## config.mk

```make
export PLATFORM = sky130hd
export DESIGN_NAME = intra_mode_sched_flat
export DESIGN_NICKNAME = d
export VERILOG_FILES = /design/src/rtl/intra_pkg.sv /design/src/rtl/intra_mode_sched_if.sv /design/src/rtl/intra_sad4x4.sv /design/src/rtl/intra_mode_sched.sv /design/src/flat_wrapper.sv
export SDC_FILE = /design/constraint.sdc
export NUM_CORES = 1
export LEC_CHECK = 0
export ABC_CLOCK_PERIOD_IN_PS = 9100
export CORE_MARGIN = 5
export CORE_UTILIZATION = 53
export CTS_BUF_LIST = sky130_fd_sc_hd__clkbuf_4 sky130_fd_sc_hd__clkbuf_8
export CTS_CLUSTER_SIZE = 12
export DETAILED_ROUTE_END_ITERATION = 8
export PLACE_DENSITY = 0.81
export SLEW_MARGIN = 40
export SYNTH_ARGS = -nofsm -noshare
export SYNTH_HDL_FRONTEND = slang
export SYNTH_SLANG_ARGS = --single-unit
```

## constraint.sdc

```tcl
create_clock -name clk -period 9.1 [get_ports clk]
set_input_delay 0.91 -clock clk [delete_from_list [all_inputs] [get_ports clk]]
set_output_delay 0.91 -clock clk [all_outputs]
set_load 0.03 [all_outputs]
```

## src/rtl/intra_pkg.sv

```systemverilog
// Shared constants and types for the 4x4 intra mode-decision scheduler.
package intra_pkg;

    localparam int NUM_MODES   = 35;
    localparam int MODE_W      = 6;
    localparam int SAMPLE_W    = 8;
    localparam int BLK_SAMPLES = 16;
    localparam int BLK_W       = BLK_SAMPLES * SAMPLE_W;
    localparam int NB_W        = 64;

    localparam logic [MODE_W-1:0] MODE_PLANAR   = MODE_W'(0);
    localparam logic [MODE_W-1:0] MODE_DC       = MODE_W'(1);
    localparam logic [MODE_W-1:0] MODE_ANG_LAST = MODE_W'(34);

    // Sized forms of the mode count so counter compares stay width-exact.
    localparam logic [MODE_W-1:0] LAST_MODE = MODE_W'(NUM_MODES - 1);
    localparam logic [MODE_W-1:0] MODE_CNT  = MODE_W'(NUM_MODES);

    typedef enum logic [1:0] {
        ST_IDLE   = 2'd0,
        ST_ISSUE  = 2'd1,
        ST_DRAIN  = 2'd2,
        ST_REPORT = 2'd3
    } sched_state_t;

endpackage

```

## src/rtl/intra_mode_sched_if.sv

```systemverilog
// Scheduler <-> predictor link: neighbour bus, mode issue and prediction return.
interface intra_mode_sched_if;
    import intra_pkg::*;

    logic [NB_W-1:0]     p_hor_o;
    logic [NB_W-1:0]     p_ver_o;
    logic [SAMPLE_W-1:0] p_point_o;
    logic                pred_req_o;
    logic [MODE_W-1:0]   pred_mode_o;
    logic [BLK_W-1:0]    pred_sam_i;
    logic                pred_valid_i;

    // Scheduler side
    modport master (
        output p_hor_o, p_ver_o, p_point_o, pred_req_o, pred_mode_o,
        input  pred_sam_i, pred_valid_i
    );

    // Predictor side
    modport slave (
        input  p_hor_o, p_ver_o, p_point_o, pred_req_o, pred_mode_o,
        output pred_sam_i, pred_valid_i
    );
endinterface

```

## src/rtl/intra_sad4x4.sv

```systemverilog
// Combinational sum of absolute differences over one 4x4 block.
module intra_sad4x4
    import intra_pkg::*;
#(
    parameter int SAD_W = 12
) (
    input  logic [BLK_W-1:0] org,
    input  logic [BLK_W-1:0] pred,
    output logic [SAD_W-1:0] sad
);

    logic [SAMPLE_W-1:0] diff [BLK_SAMPLES];

    for (genvar gi = 0; gi < BLK_SAMPLES; gi++) begin : g_abs
        logic [SAMPLE_W-1:0] a;
        logic [SAMPLE_W-1:0] b;
        assign a        = org[gi*SAMPLE_W +: SAMPLE_W];
        assign b        = pred[gi*SAMPLE_W +: SAMPLE_W];
        assign diff[gi] = (a >= b) ? (a - b) : (b - a);
    end

    // Adder tree over the 16 per-sample differences, no saturation.
    always_comb begin
        sad = '0;
        for (int i = 0; i < BLK_SAMPLES; i++) begin
            sad = sad + SAD_W'(diff[i]);
        end
    end

endmodule

```

## src/rtl/intra_mode_sched.sv

```systemverilog
// Sweeps all intra modes for one 4x4 block, scores each by SAD and reports the best.
module intra_mode_sched
    import intra_pkg::*;
#(
    parameter int SAD_W = 12
) (
    input  logic                 clk,
    input  logic                 rst,
    input  logic                 blk_valid,
    output logic                 blk_ready,
    input  logic [BLK_W-1:0]     blk_org,
    input  logic [NB_W-1:0]      nb_hor,
    input  logic [NB_W-1:0]      nb_ver,
    input  logic [SAMPLE_W-1:0]  nb_point,
    intra_mode_sched_if.master   pif,
    output logic                 res_valid,
    input  logic                 res_ready,
    output logic [MODE_W-1:0]    res_mode,
    output logic [SAD_W-1:0]     res_cost
);

    sched_state_t        state_reg, state_next;
    logic [BLK_W-1:0]    org_reg;
    logic [NB_W-1:0]     p_hor_reg, p_ver_reg;
    logic [SAMPLE_W-1:0] p_point_reg;
    logic [MODE_W-1:0]   iss_cnt_reg, rcv_cnt_reg, sad_mode_reg, best_mode_reg;
    logic [SAD_W-1:0]    sad_reg, best_cost_reg, sad_comb;
    logic                sad_v_reg;
    logic                accept, take_pred;

    assign accept    = blk_valid & blk_ready;
    // Predictions are only scored while a sweep is in flight and not yet complete.
    assign take_pred = pif.pred_valid_i
                     & ((state_reg == ST_ISSUE) | (state_reg == ST_DRAIN))
                     & (rcv_cnt_reg < MODE_CNT);

    intra_sad4x4 #(.SAD_W(SAD_W)) u_sad (
        .org  (org_reg),
        .pred (pif.pred_sam_i),
        .sad  (sad_comb)
    );

    // Next-state and state-decoded handshake outputs.
    always_comb begin
        state_next     = state_reg;
        blk_ready      = 1'b0;
        pif.pred_req_o = 1'b0;
        res_valid      = 1'b0;
        case (state_reg)
            ST_IDLE: begin
                blk_ready = 1'b1;
                if (blk_valid) state_next = ST_ISSUE;
            end
            ST_ISSUE: begin
                pif.pred_req_o = 1'b1;
                if (iss_cnt_reg == LAST_MODE) state_next = ST_DRAIN;
            end
            ST_DRAIN: begin
                if ((rcv_cnt_reg == MODE_CNT) && !sad_v_reg) state_next = ST_REPORT;
            end
            ST_REPORT: begin
                res_valid = 1'b1;
                if (res_ready) state_next = ST_IDLE;
            end
            default: state_next = ST_IDLE;
        endcase
    end

    // State register.
    always_ff @(posedge clk or negedge rst) begin
        if (!rst) state_reg <= ST_IDLE;
        else      state_reg <= state_next;
    end

    // Block capture: samples and neighbours held from accept until the next accept.
    always_ff @(posedge clk or negedge rst) begin
        if (!rst) begin
            org_reg     <= '0;
            p_hor_reg   <= '0;
            p_ver_reg   <= '0;
            p_point_reg <= '0;
        end else if (accept) begin
            org_reg     <= blk_org;
            p_hor_reg   <= nb_hor;
            p_ver_reg   <= nb_ver;
            p_point_reg <= nb_point;
        end
    end

    // Issue and receive counters; the issue counter parks on the last mode.
    always_ff @(posedge clk or negedge rst) begin
        if (!rst) begin
            iss_cnt_reg <= '0;
            rcv_cnt_reg <= '0;
        end else if (accept) begin
            iss_cnt_reg <= '0;
            rcv_cnt_reg <= '0;
        end else begin
            if ((state_reg == ST_ISSUE) && (iss_cnt_reg != LAST_MODE))
                iss_cnt_reg <= iss_cnt_reg + 1'b1;
            if (take_pred)
                rcv_cnt_reg <= rcv_cnt_reg + 1'b1;
        end
    end

    // SAD pipeline stage; results arrive in issue order so rcv_cnt names the mode.
    always_ff @(posedge clk or negedge rst) begin
        if (!rst) begin
            sad_v_reg    <= 1'b0;
            sad_reg      <= '0;
            sad_mode_reg <= '0;
        end else begin
            sad_v_reg <= take_pred;
            if (take_pred) begin
                sad_reg      <= sad_comb;
                sad_mode_reg <= rcv_cnt_reg;
            end
        end
    end

    // Running minimum; strict compare keeps the lower mode on ties.
    always_ff @(posedge clk or negedge rst) begin
        if (!rst) begin
            best_cost_reg <= '0;
            best_mode_reg <= '0;
        end else if (accept) begin
            best_cost_reg <= '1;
            best_mode_reg <= MODE_PLANAR;
        end else if (sad_v_reg && (sad_reg < best_cost_reg)) begin
            best_cost_reg <= sad_reg;
            best_mode_reg <= sad_mode_reg;
        end
    end

    assign pif.p_hor_o     = p_hor_reg;
    assign pif.p_ver_o     = p_ver_reg;
    assign pif.p_point_o   = p_point_reg;
    assign pif.pred_mode_o = iss_cnt_reg;
    assign res_mode        = best_mode_reg;
    assign res_cost        = best_cost_reg;

endmodule

```

## src/flat_wrapper.sv

```systemverilog
// flat-port wrapper written by rule: the top's interface ports become plain ports
module intra_mode_sched_flat import intra_pkg::*;
#(
    parameter int SAD_W = 12
)
  (clk, rst, blk_valid, blk_ready, blk_org, nb_hor, nb_ver, nb_point, res_valid, res_ready, res_mode, res_cost, pif_p_hor_o, pif_p_ver_o, pif_p_point_o, pif_pred_req_o, pif_pred_mode_o, pif_pred_sam_i, pif_pred_valid_i);
  intra_mode_sched_if pif_i ();
  input  logic clk;
  input  logic rst;
  input  logic blk_valid;
  output logic blk_ready;
  input  logic [BLK_W-1:0] blk_org;
  input  logic [NB_W-1:0] nb_hor;
  input  logic [NB_W-1:0] nb_ver;
  input  logic [SAMPLE_W-1:0] nb_point;
  output logic res_valid;
  input  logic res_ready;
  output logic [MODE_W-1:0] res_mode;
  output logic [SAD_W-1:0] res_cost;
  output wire logic [$bits(pif_i.p_hor_o)-1:0] pif_p_hor_o;
  output wire logic [$bits(pif_i.p_ver_o)-1:0] pif_p_ver_o;
  output wire logic [$bits(pif_i.p_point_o)-1:0] pif_p_point_o;
  output wire logic [$bits(pif_i.pred_req_o)-1:0] pif_pred_req_o;
  output wire logic [$bits(pif_i.pred_mode_o)-1:0] pif_pred_mode_o;
  input wire logic [$bits(pif_i.pred_sam_i)-1:0] pif_pred_sam_i;
  input wire logic [$bits(pif_i.pred_valid_i)-1:0] pif_pred_valid_i;
  assign pif_p_hor_o = pif_i.p_hor_o;
  assign pif_p_ver_o = pif_i.p_ver_o;
  assign pif_p_point_o = pif_i.p_point_o;
  assign pif_pred_req_o = pif_i.pred_req_o;
  assign pif_pred_mode_o = pif_i.pred_mode_o;
  assign pif_i.pred_sam_i = pif_pred_sam_i;
  assign pif_i.pred_valid_i = pif_pred_valid_i;
  intra_mode_sched #(.SAD_W(SAD_W)) u_core (.clk(clk), .rst(rst), .blk_valid(blk_valid), .blk_ready(blk_ready), .blk_org(blk_org), .nb_hor(nb_hor), .nb_ver(nb_ver), .nb_point(nb_point), .pif(pif_i), .res_valid(res_valid), .res_ready(res_ready), .res_mode(res_mode), .res_cost(res_cost));
endmodule
```

==> results.cfg <==
[status]
status = finished, final reports clean

[routing]
viasPerCell = 5.40
post-route-drc-count = 0
routed.top_layer = met5
dr.pass1.iters = 5
antenna_left = 0
routed_wl_um = 78300
wl_met2_um = 39000
wirelength_met1_um = 30900
wl_met3_um = 5630
routedWlPerCell_um = 19.3
drt_iter0_drc = 1375
vias = 21900

[clock_network]
clkSinkCount = 315
ctsHoldBuffers = 0
cts_buffer_depth = 3
post-cts-setup-buffers = 0
cts_tree = built
clk_latency_ns = 0.66
post_cts_resize_count = 0
numCtsBuffers = 59
clkTransAtPathRegs_ns = 0.06
htree_levels = 2
clockRootBuffer = clkbuf_8

[timing]
fmax_mhz = 131
grt_setup_unrepaired = no
slew_headroom_pct = 49.3
finalCritPeriodShare_pct = 83.6
finalSetupViolCount = 0
fin_setup_tns_ns = 0
period_needed_ns = 7.61
skew_ns = 0.0326
hold_viol_final = 0
tightest_slew_ns = 0.761
drv_slew = 0

[critical_path]
cp.arrival_ns = 8.18
ff2ff_setup_slack_ns = 1.91
critPathMaxFanout = 9
required_ns = 9.67
critPathCaptureType = register
worst-setup-path-type = input port to register
critPathLaunchType = input port

[synth]
synth_cell_type_count = 48
synth_edf_count = 0
yosys.area_share.simple_pct = 13.5
ys_ff_latch = 315
synth_fa_ha_area_share_pct = 24.8
synth_mux_area_share_pct = 5.17
synth_area_um2 = 25400
synthCells = 2896
syn-num-nets = 3712
synth_top_family_by_area = adder cells
synth_xor_area_share_pct = 3.69
yosys_warnings = 0
synthFlopType = dfrtp_1
ys_seq_area_share_pct = 31.0
syn_area_per_cell_um2 = 8.78
synth-compound-area-share_pct = 13.6
async_flop_share_pct = 100

[floorplanning]
initial_utilization_pct = 53.5
die-area_um2 = 52400
io_pins = 560
core_area_um2 = 47500
die_w_um = 229
die_h_um = 229
row_count = 80

[final_layout]
final_nets = 4215
syn_to_final_growth_pct = 28.8
drive_gt1_share_pct = 4.33
layout_common_cells = nand2_1, clkdlybuf4s50_1, inv_1
fill_cells = 3705
largest_reg_flops = 128
final_common_cell = nand2_1

[global_route]
grt_pass1_wl_um = 126000
grt_pass1_vias = 23300
grt_max_degree = 131
grt_usage_pct = 29.4
grt_overflow = 0
antenna_found_initial = 13

[place]
dp_hpwl_um = 61900
place.gp.congestion = 0.954
io_buffers = 559

[run]
cap_violations = 0

[worst_hold_path]
hold_path.class = input port to async pin
## worst max-delay path, stage by stage
cell             delay, ns
clkdlybuf4s50_1       0.52
inv_1                 0.06
ha_1                  0.42
a21oi_1               0.24
a31oi_1               0.16
a211oi_4              0.48
mux2i_1               0.27
xor2_1                0.34
fa_1                  0.50
fa_1                  0.59
inv_1                 0.06
fa_1                  0.50
inv_1                 0.05
fa_1                  0.58
fa_1                  0.44
fa_1                  0.44
inv_1                 0.07
ha_1                  0.19
inv_1                 0.07
fa_1                  0.41
nor2b_1               0.20
o31a_1                0.20
o221a_2               0.21
nor3_1                0.04
o31ai_1               0.21
## cell families (layout without fill, tap and decap cells)
| logic type | after synthesis | count (layout) |
|---|---|---|
| xor gates and xnor gates | 107 | 107 |
| buffers and inverters | 544 | 1090 |
| and+or+nand+nor | 847 | 847 |
| muxes | 130 | 130 |
| AOI/OAI and AO/OA | 534 | 534 |
| other | 0 | 8 |
| DFF | 315 | 315 |
| adders and majority gates | 419 | 419 |
## layer usage
metal	global-route usage [%]	vias to the layer above
met5	0	-
met4	9.10	6
met3	7.53	150
met2	51.4	746
met1	36.0	10600
li1	-	10400
## stage by stage
stage          std cells  hold slack [ns]  worst slack [ns]  cell area (um2)  utilization [%]
2_1_floorplan       2896            0.446              2.02            25400                -
3_3_place_gp        3950            0.457              1.03            31300             65.9
3_5_place_dp        3952            0.461             0.855            31400             66.1
4_1_cts             4056            0.276              1.56            32700             68.7
5_1_grt             4062           0.0977              1.23            32700             68.8
6_report            4065            0.122              1.49            32700             68.9
## area by class of cell
cell class / count / area [um2] / share of cell area [%]
repair buffers: 569 / 5770 / 17.6
flip-flops and latches: 315 / 7880 / 24.1
diodes: 8 / 20.0 / 0.0611
inverters: 417 / 1570 / 4.78
clock buffers: 92 / 1170 / 3.56
clock inverters: 12 / 113 / 0.344
multi-input cells: 2037 / 15500 / 47.2
well taps: 615 / 769 / 2.35
## cells in the mapped netlist (16+ instances only)
master / n / share of area, %
nand3_1: 18 / 0.35
a21o_1: 62 / 1.8
a211oi_1: 35 / 1.0
xor2_1: 61 / 2.1
o21ai_0: 199 / 3.9
xnor2_1: 46 / 1.6
a211oi_4: 16 / 1.3
fa_1: 140 / 11
a21oi_1: 107 / 2.1
nand2_1: 666 / 9.8
inv_1: 416 / 6.1
a31oi_1: 55 / 1.4
ha_1: 279 / 14
nand4_1: 40 / 0.98
nor2_1: 74 / 1.1
mux2i_1: 120 / 4.7
buf_2: 19 / 0.37
dfrtp_1: 315 / 31
a311oi_1: 27 / 0.93
clkbuf_1: 97 / 1.4
## path summary, 6_finish.rpt
check / startpoint / endpoint / depth (start not counted)
setup / recovery: pif_pred_sam_i[11] / u_core.sad_reg[10] / 25
hold / removal: rst / u_core.org_reg[89] / 1
setup reg to reg: u_core.org_reg[8] / u_core.sad_reg[10] / 26
hold reg to reg: u_core.pif.p_point_o[0] / u_core.pif.p_point_o[0] / 2
max in group asynchronous: rst / u_core.pif.p_hor_o[43] / 3
min in group clk: u_core.pif.p_point_o[0] / u_core.pif.p_point_o[0] / 2
Power is left out: the tool's default activity adds up to more than one toggle a clock period on the data nets, which glitch-free logic cannot reach.
==> RTL edit 1, RTL diff (config.mk and constraints unchanged) <==
Encoding of `sched_state_t`: now one-hot (4 bits for 4 states).
--- a/src/rtl/intra_pkg.sv
+++ b/src/rtl/intra_pkg.sv
@@ -16,11 +16,11 @@
     localparam logic [MODE_W-1:0] LAST_MODE = MODE_W'(NUM_MODES - 1);
     localparam logic [MODE_W-1:0] MODE_CNT  = MODE_W'(NUM_MODES);
 
-    typedef enum logic [1:0] {
-        ST_IDLE   = 2'd0,
-        ST_ISSUE  = 2'd1,
-        ST_DRAIN  = 2'd2,
-        ST_REPORT = 2'd3
+    typedef enum logic [3:0] {
+        ST_IDLE   = 4'b0001,
+        ST_ISSUE  = 4'b0010,
+        ST_DRAIN  = 4'b0100,
+        ST_REPORT = 4'b1000
     } sched_state_t;
 
 endpackage
Behaviour: same outputs for any inputs over 4 cycles, from zero or initial values and one cycle with rst low; so few cycles prove little.
==> RTL edit 1 against the unedited design <==
Synthesized area grew 1.1%; final area grew 0.44%; wire length is 0.83% higher; non-clock buffer count is the same; worst setup slack better by 0.094 ns; core utilization fell by 0.13 points; sequential cell count up 2.
Power is left out: the tool's default activity adds up to more than one toggle a clock period on the data nets, which glitch-free logic cannot reach.
==> RTL edit 1: results (changes against the unedited design) <==
metric	value	unit	change
DR WL met2	37600	um	-3.6%
RD Place Congestion	0.946		-0.88%
H-tree depth	2		unchanged
vias in the first global route	22932		-1.8%
Post-DP Area	0.0316	mm^2	+0.50%
Post-CTS Setup Repair Bufs	0		unchanged
Largest delay share family, worst path	adder cells		
Post-Place Cells	3960		+0.20%
max reg flops	128		unchanged
WP data arrival	8.08	ns	-0.10 ns
final WL	78900	um	+0.83%
Post-synth top cells	nand2_1, inv_1, dfrtp_1, ha_1, o21ai_0		
initial antenna violation count	8		-5
Clock Latency Late Sink	0.68	ns	+0.02 ns
Async S/R FF share, synth	100	%	unchanged
vias	22104		+0.74%
Synthesized Nets	3719		+0.19%
max layer used	met5		
share of cells above drive strength 1	4.52	%	+0.19 points
Warnings, synthesis	0		unchanged
first-pass GRT wire length	125000	um	-0.84%
Port-buffer cells	559		unchanged
depth of the worst register-to-register path	23		-12%
CTS max path bufs	3		unchanged
status	completed		
Crit Path Max Fanout	8		-1
Seq/Total Area, Yosys	30.9	%	-0.13 points
register-to-register path setup slack	1.91	ns	about the same
Overall Global Routing Usage	29.2	%	-0.27 points
Met3 Wirelength	5350	um	-4.9%
synth top area cells	dfrtp_1, ha_1, fa_1, nand2_1, inv_1		
crit path launch	pif_pred_sam_i[125]		
M3 GR Usage	6.59	%	-0.94 points
slowest stage cell, crit path	clkdlybuf4s50_1		
worst r2r src	u_core.org_reg[112]		
grt met2 use	48.5	%	-2.9 points
Crit path largest cell delay	0.59	ns	about the same
crit path to	u_core.sad_reg[10]		
Residual DRC	0		unchanged
met1 WL	34000	um	+9.8%
hold crit path type	input port to async pin		
largest net degree at the start of global routing	131		unchanged
Post-Layout Cell Count	4070		+0.12%
r2r endpoint	u_core.sad_reg[11]		
Net count, final	4219		+0.095%
worst clock skew	0.0440	ns	+0.0114 ns
Gate Count Post-Synth	2907		+0.38%
Iter 0 DRT Violations	1411		+2.6%
fill cell count	3783		+2.1%
CTS buffer count	59		unchanged
Clock Root Buffer	clkbuf_8		
Worst-path clk slew	0.06	ns	about the same
synth unique cells	60		+25%
first-pass detailed-route iteration total	7		+2
worst relative slew slack	45.2	%	-4.0 points
met1 usage	39.2	%	+3.2 points
hpwl dp	62800	um	+1.4%
Gates resized, CTS repair	0		unchanged
-- RTL edit 1: cell types whose count changed after synthesis, moves of 7 or more --
cell | before | now
o21ai_0 | 199 | 210
nor2_1 | 74 | 56
mux2i_1 | 120 | 102
nand3_1 | 18 | 25
buf_4 | 3 | 13
o211ai_1 | 0 | 25
clkbuf_1 | 97 | 64
buf_2 | 19 | 45
nand2_1 | 666 | 643
nand4_1 | 40 | 47
-- RTL edit 1: worst min path at each step --
stage / to / slack, ns / cells past startpoint
6_report: u_core.org_reg[50] / 0.20 / 1
3_3_place_gp: u_core.pif.p_hor_o[4] / 0.46 / 2
2_1_floorplan: u_core.org_reg[103] / 0.45 / 2
4_1_cts: u_core.org_reg[0] / 0.17 / 1
3_5_place_dp: u_core.pif.p_hor_o[29] / 0.46 / 2
5_1_grt: u_core.org_reg[52] / 0.21 / 1
-- RTL edit 1: through the flow --
step | hold WS (ns) | utilization [%] | setup slack [ns]
after floorplan | 0.450 | - | 1.99
after global placement | 0.456 | 65.8 | 1.00
after detailed placement | 0.461 | 66.0 | 0.902
after CTS | 0.167 | 68.6 | 1.65
after global routing | 0.208 | 68.7 | 1.26
final | 0.198 | 68.7 | 1.59
-- RTL edit 1: cell type report --
cell class,count,area share [%]
Sequential cell,317,24.1
Antenna cell,5,0.0380
Inverter,417,4.76
Clock buffer,94,3.59
Clock inverter,10,0.282
Multi-Input combinational cell,2043,47.3
Tap cell,615,2.34
Timing Repair Buffer,569,17.5
-- RTL edit 1: cell families after synthesis --
kind of cell	synth area share, %
simple gates	13.5
buf+inv	8.61
xor+xnor	3.72
compound gates	14.4
flops	30.9
fa+ha+maj	24.3
mux	4.59
==> RTL edit 2, RTL diff (same flow settings) <==
Made on the original files. `NB_W`: 64 -> 96.
--- a/src/rtl/intra_pkg.sv
+++ b/src/rtl/intra_pkg.sv
@@ -6,7 +6,7 @@
     localparam int SAMPLE_W    = 8;
     localparam int BLK_SAMPLES = 16;
     localparam int BLK_W       = BLK_SAMPLES * SAMPLE_W;
-    localparam int NB_W        = 64;
+    localparam int NB_W        = 96;
 
     localparam logic [MODE_W-1:0] MODE_PLANAR   = MODE_W'(0);
     localparam logic [MODE_W-1:0] MODE_DC       = MODE_W'(1);
Interface: changed (resized nb_hor, nb_ver, pif_p_hor_o and pif_p_ver_o); port bits go from 560 to 688. The function was not compared with the original's and may differ.
==> RTL edit 2 against the unedited design <==
Worst setup slack worse by 0.11 ns; wire length increased by 19%; synthesized area grew 9.7%; sequential cell count rose by 64; global-route usage grew 2.1 points; via count is 9.6% higher; non-clock buffer count is 131 higher; final area up 13%; count of clock-buffer cells in the layout grew 12; largest cell class unchanged.
Power is left out: the tool's default activity adds up to more than one toggle a clock period on the data nets, which glitch-free logic cannot reach.
==> RTL edit 2: results (changes against the unedited design) <==
metric	value	unit	change
synth top area cells	dfrtp_1, ha_1, nand2_1, fa_1, inv_1		
Net count, final	4664		+11%
worst relative slew slack	47.3	%	-1.9 points
Seq/Total Area, Yosys	34.0	%	+3.0 points
status	completed		
synth unique cells	51		+6.3%
share of cells above drive strength 1	4.59	%	+0.26 points
pre-CTS setup slack	0.834	ns	-0.0216 ns
Clock-cell share	4.21	%	+0.31 points
Crit Path Max Fanout	7		-2
Seq area share	25.7	%	+1.7 points
first-pass GRT wire length	140000	um	+12%
Crit path largest cell delay	0.61	ns	+0.02 ns
Post-Route Utilization	70.4	%	+1.6 points
comb_multi_in	2224		+9.2%
Via density	5.29		-2.0%
WP data arrival	8.22	ns	+0.04 ns
Fin Hold WS	0.133	ns	+0.0106 ns
Post-synth top cells	nand2_1, inv_1, dfrtp_1, ha_1, o21ai_0		
crit path launch	pif_pred_sam_i[120]		
CLK BUF	104		+13%
largest net degree at the start of global routing	125		-4.6%
register-to-register path setup slack	1.72	ns	-0.19 ns
first-pass detailed-route iteration total	6		+1
CTS buffer count	72		+22%
Overall Global Routing Usage	31.5	%	+2.1 points
Synthesized Nets	4037		+8.8%
Port-buffer cells	687		+23%
Post-Place Cells	4397		+11%
initial antenna violation count	26		+13
NonClk Buf Share	19.2	%	+1.6 points
number of diodes	24		+16
==> RTL edit 2: cell count changes after synthesis, sizes merged, moves of 8 or more <==
cell / unedited run / this run
nand2: 666 / 850
dfrtp: 315 / 379
clkbuf: 97 / 119
a21o: 63 / 79
nand4: 40 / 24
inv: 417 / 406
o21bai: 14 / 4
and2: 14 / 5
xor2: 61 / 70
a21boi: 0 / 8
==> RTL edit 2: logic make-up after synthesis <==
logic type,count (synthesis),share of synthesized area [%]
xor gates and xnor gates,112,3.52
adders and majority gates,419,22.6
muxes,133,4.83
and+or+nand+nor,1011,14.5
DFF,379,34.0
AOI/OAI and AO/OA,549,12.9
buffers and inverters,554,7.73
==> RTL edit 2: per-layer routing <==
layer	track usage, %	part of all wire [%]
met5	0	0.033
met4	13.5	4.6
met3	10.1	8.4
met2	51.6	48
met1	38.5	39
